$ cat config.mk
export PLATFORM = sky130hd
export DESIGN_NAME = gate_ctrl
export DESIGN_NICKNAME = d
export VERILOG_FILES = /design/src/rtl/gate_ctrl.sv
export SDC_FILE = /design/constraint.sdc
export NUM_CORES = 1
export LEC_CHECK = 0
export BUFFER_PORTS_ARGS = -buffer_cell sky130_fd_sc_hd__buf_2
export CORE_UTILIZATION = 57
export CTS_BUF_LIST = sky130_fd_sc_hd__clkbuf_8
export DETAILED_ROUTE_END_ITERATION = 12
export GPL_TIMING_DRIVEN = 0
export PLACE_DENSITY = 0.81
export RECOVER_POWER = 50
export SYNTH_ARGS = -nofsm -noshare
export SYNTH_HDL_FRONTEND = slang
export SYNTH_SLANG_ARGS = --single-unit
$ cat constraint.sdc
create_clock -name clk -period 2.05 [get_ports clk]
set_input_delay 0.205 -clock clk [delete_from_list [all_inputs] [get_ports clk]]
set_output_delay 0.205 -clock clk [all_outputs]
set_load 0.03 [all_outputs]
$ cat src/rtl/gate_ctrl.sv
// Gate-evaluation sequencer: clears the accumulators, walks the X and Y weight
// columns, waits for both dot products, applies the bias, then flags the result.
module gate_ctrl #(
    parameter int INPUT_SZ  = 8,
    parameter int HIDDEN_SZ = 16,
    parameter int AX_W      = $clog2(INPUT_SZ),
    parameter int AY_W      = $clog2(HIDDEN_SZ)
) (
    input  logic            clk,
    input  logic            reset,
    input  logic            start,
    input  logic            dataReady_X,
    input  logic            dataReady_Y,
    output logic            busy,
    output logic            accClear,
    output logic            macEn_X,
    output logic            macEn_Y,
    output logic [AX_W-1:0] colAddress_X,
    output logic [AY_W-1:0] colAddress_Y,
    output logic            biasEn,
    output logic            dataReady_gate,
    output logic [7:0]      evalCount
);

    localparam int unsigned RUN_LEN = (INPUT_SZ > HIDDEN_SZ) ? INPUT_SZ : HIDDEN_SZ;
    localparam int unsigned CNT_W   = $clog2(RUN_LEN + 1);

    localparam logic [CNT_W-1:0] LAST_IDX = CNT_W'(RUN_LEN - 1);
    localparam logic [CNT_W-1:0] X_LEN    = CNT_W'(INPUT_SZ);
    localparam logic [CNT_W-1:0] Y_LEN    = CNT_W'(HIDDEN_SZ);

    typedef enum logic [2:0] {
        S_IDLE,
        S_CLEAR,
        S_RUN,
        S_WAIT,
        S_BIAS,
        S_DONE
    } state_e;

    state_e           state_q, state_d;
    logic [CNT_W-1:0] cnt_q, cnt_d;
    logic             got_x_q, got_x_d;
    logic             got_y_q, got_y_d;

    logic             busy_q, busy_d;
    logic             acc_clear_q, acc_clear_d;
    logic             mac_en_x_q, mac_en_x_d;
    logic             mac_en_y_q, mac_en_y_d;
    logic [AX_W-1:0]  col_addr_x_q, col_addr_x_d;
    logic [AY_W-1:0]  col_addr_y_q, col_addr_y_d;
    logic             bias_en_q, bias_en_d;
    logic             gate_ready_q, gate_ready_d;
    logic [7:0]       eval_count_q, eval_count_d;

    logic             both_ready;

    // Ready seen this cycle counts together with the sticky flags, so a late
    // result moves WAIT on at the very edge that samples it.
    assign both_ready = (got_x_q | dataReady_X) & (got_y_q | dataReady_Y);

    always_ff @(posedge clk or negedge reset) begin
        if (!reset) begin
            state_q      <= S_IDLE;
            cnt_q        <= '0;
            got_x_q      <= 1'b0;
            got_y_q      <= 1'b0;
            busy_q       <= 1'b0;
            acc_clear_q  <= 1'b0;
            mac_en_x_q   <= 1'b0;
            mac_en_y_q   <= 1'b0;
            col_addr_x_q <= '0;
            col_addr_y_q <= '0;
            bias_en_q    <= 1'b0;
            gate_ready_q <= 1'b0;
            eval_count_q <= 8'd0;
        end else begin
            state_q      <= state_d;
            cnt_q        <= cnt_d;
            got_x_q      <= got_x_d;
            got_y_q      <= got_y_d;
            busy_q       <= busy_d;
            acc_clear_q  <= acc_clear_d;
            mac_en_x_q   <= mac_en_x_d;
            mac_en_y_q   <= mac_en_y_d;
            col_addr_x_q <= col_addr_x_d;
            col_addr_y_q <= col_addr_y_d;
            bias_en_q    <= bias_en_d;
            gate_ready_q <= gate_ready_d;
            eval_count_q <= eval_count_d;
        end
    end

    always_comb begin
        state_d = state_q;
        cnt_d   = cnt_q;
        got_x_d = got_x_q;
        got_y_d = got_y_q;
        unique case (state_q)
            S_IDLE: begin
                if (start) state_d = S_CLEAR;
            end
            S_CLEAR: begin
                got_x_d = 1'b0;
                got_y_d = 1'b0;
                cnt_d   = '0;
                state_d = S_RUN;
            end
            S_RUN: begin
                got_x_d = got_x_q | dataReady_X;
                got_y_d = got_y_q | dataReady_Y;
                if (cnt_q == LAST_IDX) begin
                    cnt_d   = '0;
                    state_d = S_WAIT;
                end else begin
                    cnt_d = cnt_q + CNT_W'(1);
                end
            end
            S_WAIT: begin
                got_x_d = got_x_q | dataReady_X;
                got_y_d = got_y_q | dataReady_Y;
                if (both_ready) state_d = S_BIAS;
            end
            S_BIAS:  state_d = S_DONE;
            S_DONE:  state_d = S_IDLE;
            default: state_d = S_IDLE;
        endcase
    end

    // Outputs are decoded from the next state so the registered copies line up
    // with the state they describe.
    always_comb begin
        busy_d       = (state_d != S_IDLE);
        acc_clear_d  = 1'b0;
        mac_en_x_d   = 1'b0;
        mac_en_y_d   = 1'b0;
        col_addr_x_d = '0;
        col_addr_y_d = '0;
        bias_en_d    = 1'b0;
        gate_ready_d = 1'b0;
        eval_count_d = eval_count_q;
        unique case (state_d)
            S_CLEAR: acc_clear_d = 1'b1;
            S_RUN: begin
                mac_en_x_d   = (cnt_d < X_LEN);
                mac_en_y_d   = (cnt_d < Y_LEN);
                col_addr_x_d = (cnt_d < X_LEN) ? AX_W'(cnt_d) : AX_W'(INPUT_SZ - 1);
                col_addr_y_d = (cnt_d < Y_LEN) ? AY_W'(cnt_d) : AY_W'(HIDDEN_SZ - 1);
            end
            S_BIAS: bias_en_d = 1'b1;
            S_DONE: begin
                gate_ready_d = 1'b1;
                eval_count_d = eval_count_q + 8'd1;
            end
            default: ;
        endcase
    end

    assign busy           = busy_q;
    assign accClear       = acc_clear_q;
    assign macEn_X        = mac_en_x_q;
    assign macEn_Y        = mac_en_y_q;
    assign colAddress_X   = col_addr_x_q;
    assign colAddress_Y   = col_addr_y_q;
    assign biasEn         = bias_en_q;
    assign dataReady_gate = gate_ready_q;
    assign evalCount      = eval_count_q;

endmodule

Word-level counts from Yosys, hierarchy flattened
Cells that the tools add are included.
{ "op_classes": {"addsub": 2, "mul": 0, "n_div": 0, "order_cmp": 2, "n_eq_ne": 9, "n_shift": 0, "mux": 17, "bitwise_logic": 3, "reduce_logical": 4} }
{ "ops": {"columns": ["cell", "n"], "rows": [
  ["3-bit two-way mux", 5],
  ["3-bit one-hot mux with 5 select lines", 1],
  ["5-bit one-hot mux with 2 select lines", 1],
  ["3-bit by 2-bit == test with 1-bit output, second input constant", 3],
  ["3-bit == test, second input constant", 3],
  ["8-bit by 1-bit adder with 8-bit output, second input constant", 1],
  ["4-bit two-way mux", 2],
  ["3-bit by 1-bit == test with 1-bit output, second input constant", 2],
  ["5-bit by 1-bit adder with 5-bit output, second input constant", 1],
  ["5-bit by 4-bit == test with 1-bit output, second input constant", 1],
  ["5-bit by 4-bit < comparator with 1-bit output, second input constant", 1],
  ["5-bit < comparator, second input constant", 1],
  ["1-bit two-way mux", 5],
  ["5-bit two-way mux", 1],
  ["1-bit one-hot mux with 2 select lines", 2],
  ["3-bit zero test", 1],
  ["3-bit nonzero test", 1],
  ["1-bit bitwise OR", 2],
  ["2-bit nonzero test", 1],
  ["2-bit OR reduction", 1],
  ["1-bit AND", 1]
]} }
{ "totals": {"ff_bits": 31, "latchBits": 0, "ram_bits": 0, "rom_bits": 0, "inputBits": 5, "output_inout_bits": 21, "n_memories": 0} }

Logic depth before layout (Yosys ltp)
{ "logic_depth": {"word_depth": 6, "depth_mapped": 5, "depth_no_buf": 5} }

Least setup slack after synthesis
No wires, ideal clock.
{ "synth_timing": {"path_type": "reg-to-reg", "startpoint": "register cnt_q[0]", "endpoint": "register col_addr_x_q[1] (netlist: colAddress_X[1])", "arrival_ps": 1325, "t_required_ps": 1928, "slack_ps": 603, "path_stages_with_launch": 6, "period_less_slack_ps": 1447, "path_cell_list": "dfrtp_1 -> ha_1 -> nor4bb_1 -> a211o_1 -> nor3_1 -> nor2_1"} }
{ "synth_between": {"elab_chain_cells": 6, "word_cells_on_any_way": 10, "classes_between": "1 x add/sub; 1 x order compare; 2 x eq/ne; 6 x mux"} }
{ "synth_lines": {"columns": ["element", "line_no", "text"], "rows": [
  ["start, declared", "42", "logic [CNT_W-1:0] cnt_q, cnt_d;"],
  ["start signal, assigned", "79", "cnt_q <= cnt_d;"],
  ["5-bit by 1-bit adder with 5-bit output or 5-bit by 4-bit == test with 1-bit output (tied branches)", "116, 112", null],
  ["5-bit two-way mux (*)", "112", "if (cnt_q == LAST_IDX) begin"],
  ["5-bit one-hot mux with 2 select lines (*)", "99", "unique case (state_q)"],
  ["via cnt_d[1]", "42", null],
  ["5-bit by 4-bit < comparator with 1-bit output", "147", "col_addr_x_d = (cnt_d < X_LEN) ? AX_W'(cnt_d) : AX_W'(INPUT_SZ - 1);"],
  ["3-bit two-way mux (*)", "147", null],
  ["3-bit two-way mux (*)", "142", "unique case (state_d)"],
  ["via col_addr_x_d[1]", "50", "logic [AX_W-1:0] col_addr_x_q, col_addr_x_d;"],
  ["end signal, assigned", "86", "col_addr_x_q <= col_addr_x_d;"],
  ["end, declared", "50", null]
]} }
Mark *: on every way through the listed nets, which the timed path passes. The rest lies on a longest branch.
A chain may end at the register's enable or synchronous reset.

Final worst setup path
{ "layout_timing": {"startpoint": "register cnt_q[0]", "endpoint": "register col_addr_y_q[1] (netlist: colAddress_Y[1])"} }
{ "layout_between": {"elab_chain_cells": 6, "word_cells_on_any_way": 10, "classes_between": "1 x add/sub; 1 x order compare; 2 x eq/ne; 6 x mux"} }
{ "layout_lines": {"columns": ["element", "line_no", "text"], "rows": [
  ["5-bit by 1-bit adder with 5-bit output or 5-bit by 4-bit == test with 1-bit output (tied branches)", "116, 112", null],
  ["5-bit two-way mux (*)", "112", null],
  ["5-bit one-hot mux with 2 select lines (*)", "99", null],
  ["via cnt_d[1]", "42", null],
  ["5-bit < comparator", "148", "col_addr_y_d = (cnt_d < Y_LEN) ? AY_W'(cnt_d) : AY_W'(HIDDEN_SZ - 1);"],
  ["4-bit two-way mux (*)", "148", null],
  ["4-bit two-way mux (*)", "142", null],
  ["via col_addr_y_d[1]", "51", "logic [AY_W-1:0] col_addr_y_q, col_addr_y_d;"],
  ["end signal, assigned", "87", "col_addr_y_q <= col_addr_y_d;"],
  ["end, declared", "51", null]
]} }
Marks and branches as above.

==> metrics <==
outcome complete, no violations; clock slew at reported path FFs 0.06 ns; post-DR vias/cell 5.769; CP max stage delay 0.44 ns; Core Region 2297 um^2; I/O Buffers 25; Seq cells post-synth 31; crit path buf inv count 0; Net Sw Frac 43.29%; largest delay contributor family on the critical path compound AO/OA/AOI/OAI gates; internal power 1.488 mW; row cnt 17; most frequent cell after synthesis dfrtp_1; fill cell count 180; full die area 2725 um^2; Antenna diodes 0; Post-Syn Area 1436 um^2; Post-Syn Nets 141; Post-Syn Instances 134; IO Pins 26; Seq/Total Area, Yosys 54.01%; Hold Crit Class input pin to flip-flop; Util after Layout 72.98%; synth warn 0; RSZ-0062 raised after global routing no; DPL Wire Length 1.859 mm; Worst-Skew Late Latency 0.28 ns; startpoint types flip-flop; share of cells above drive strength 1 16.77%; Routed wire per std cell 13.72 um; Root Driver clkbuf_8; NumNets Final 174; fin worst setup slack 0.4186 ns; final critical-path required period 1.631 ns; Mean Syn Cell Area 10.72 um^2; via count 1125; gr ovfl total 0; Unique masters post-synth 39; CTS Buf Count 5; Tcrit/Tclk final 79.58%; final hold vios 0; Logic pwr share 46.0%; Pins Over Slew Limit 0; clock share of power 17.8%; Worst Max-Slew Pin Slew 0.7248 ns; crit-path max FO 7; clk_skew 0.004053 ns; Cell Pwr Density 1565 nW/um^2; global-route wire length before repair 4.402 mm; Die W 52.20 um; setup TNS 0 ns; initial DRC count 26; Area contributors post-synth dfrtp_1, a21oi_1, xnor2_1, nor2_1, nand3_1; H-Tree Depth 2; area grow syn2layout 16.72%; crit-path cells ha_1, nor4bb_1, a211o_1, o21ai_1, a21oi_1; setup slack at placement 0.4708 ns; crit path kind flip-flop to flip-flop; clock sink count 31; Synth top area share 54.01%; Die Ht 52.20 um; vias in the first global route 1016; initial antenna violation count 0; Slowest cell on crit path dfrtp_1; FFs w/ async S/R, synth 100.0%; drt drc 0; Peak VDD IR 1.120 mV; sequential share of power 36.2%; ANT nets after route 0; TritonCTS clock tree built; Final Setup Violations 0; top_reg_cell synth dfrtp_1; Post-synth top cells dfrtp_1, a21oi_1, nor2_1, nand3_1, nand2_1; Worst slew margin 51.68%; arrival time worst endpoint 1.82 ns; area leader, netlist dfrtp_1; Final Routed Wirelength 2.675 mm; number of synthesized flops with an enable pin 0; Clock Path Buffers 2; all-layer global routing usage 23.52%; Crit. End Element flip-flop; leakage 0.8207 nW; max cap viols 0; largest net degree at the start of global routing 32; Placer Congestion 0.9197; f_max 613.0 MHz; WP data required 2.24 ns; Sw Pwr 1.136 mW; Starting Density 62.53%; Initial DRT Pass Iterations 4
==> what timing repair did <==
item,4_1_cts,5_1_grt
gates resized for setup,0,0
endpoints found under the hold margin,31,0
hold buffers,1,0
setup buffers,0,0
==> sequential cells by signal, indices dropped and copies added (netlist names) <==
register / count
dataReady_gate: 1
busy: 1
evalCount: 8
macEn_Y: 1
macEn_X: 1
biasEn: 1
cnt_q: 5
colAddress_X: 3
accClear: 1
state_q: 3
colAddress_Y: 4
got_y_q: 1
got_x_q: 1
==> logic make-up (layout without fill, tap and decap cells) <==
family / Yosys count / count (layout) / share of synthesized area [%]
simple gates: 48 / 48 / 19.95
compound gates: 32 / 32 / 14.20
flops: 31 / 31 / 54.01
buf+inv: 11 / 44 / 3.745
xor+xnor: 8 / 8 / 4.878
fa+ha+maj: 2 / 2 / 1.742
mux: 2 / 2 / 1.481
==> final timing paths <==
path	start	endpoint	slack (ns)	cells after the start
max in group asynchronous	reset	cnt_q[4]	1.07	2
min in group asynchronous	reset	colAddress_Y[3]	0.52	2
hold / removal	start	accClear	0.21	2
hold reg to reg	evalCount[7]	evalCount[7]	0.47	1
setup reg to reg	cnt_q[0]	colAddress_Y[1]	0.42	5
setup / recovery	cnt_q[0]	colAddress_Y[1]	0.42	5
==> layer usage <==
layer | GRT usage (%) | part of all wire (%)
met5 | 0 | 0
met4 | 12.72 | 1.7
met1 | 27.67 | 45
met2 | 36.32 | 48
met3 | 9.855 | 5.7
==> through the flow <==
step / std cells / hold WS [ns] / total power [mW] / instance area (um^2)
after CTS: 195 / 0.1944 / 2.652 / 1694
final: 195 / 0.2060 / 2.624 / 1677
after global placement: 187 / 0.2609 / 2.128 / 1597
after global routing: 195 / 0.2044 / 2.807 / 1677
after floorplan: 134 / -0.09059 / 1.870 / 1436
after detailed placement: 187 / 0.2716 / 2.165 / 1597
==> layout make-up <==
| cell class | count | area [um^2] | area share (%) |
|---|---|---|---|
| flip-flops and latches | 31 | 775.7 | 46.27 |
| multi-input cells | 92 | 606.8 | 36.19 |
| repair buffers | 26 | 117.6 | 7.015 |
| clock buffers | 6 | 82.58 | 4.925 |
| plain buffers | 7 | 38.79 | 2.313 |
| well taps | 28 | 35.03 | 2.090 |
| inverters | 4 | 15.01 | 0.8955 |
| clock inverters | 1 | 5.005 | 0.2985 |
==> worst reg2reg max path, cell delays in order, from the launching register on <==
cell and delay, ns:
dfrtp_1 0.44, ha_1 0.30, nor4bb_1 0.27, a211o_1 0.23, o21ai_1 0.10, a21oi_1 0.20
==> layout by cell type, fill, tap and decap left out, drive strengths merged <==
cell         Yosys  layout
a211oi           1       1
nor2b            3       3
a211o            1       1
and4bb           1       1
o2bb2ai          3       3
mux2             1       1
clkinv           0       1
xor2             3       3
nand3            8       8
o21a             1       1
dfrtp           31      31
inv              4       4
nor4bb           1       1
nand2            7       7
and4             2       2
dlygate4sd3      0       1
a21oi           12      12
a311oi           1       1
and3             4       4
mux2i            1       1
nand2b           3       3
clkbuf           3      24
buf              4      14
or2              1       1
o21bai           1       1
xnor2            5       5
a31oi            1       1
or4              1       1
nor2            11      11
o21ai            6       6
o211ai           2       2
o22ai            1       1
nor3             4       4
nor3b            1       1
nand4b           1       1
a22oi            2       2
ha               2       2
==> power groups by stage <==
| stage | logic (mW) | clock network (mW) | registers, mW |
|---|---|---|---|
| after floorplan | 0.710 | 0 | 1.16 |
| after global placement | 1.18 | 0 | 0.943 |
| after detailed placement | 1.21 | 0 | 0.952 |
| after CTS | 1.23 | 0.480 | 0.943 |
| after global routing | 1.32 | 0.510 | 0.975 |
| final | 1.21 | 0.467 | 0.949 |
Note: power is estimated with default switching activity, not from simulation.
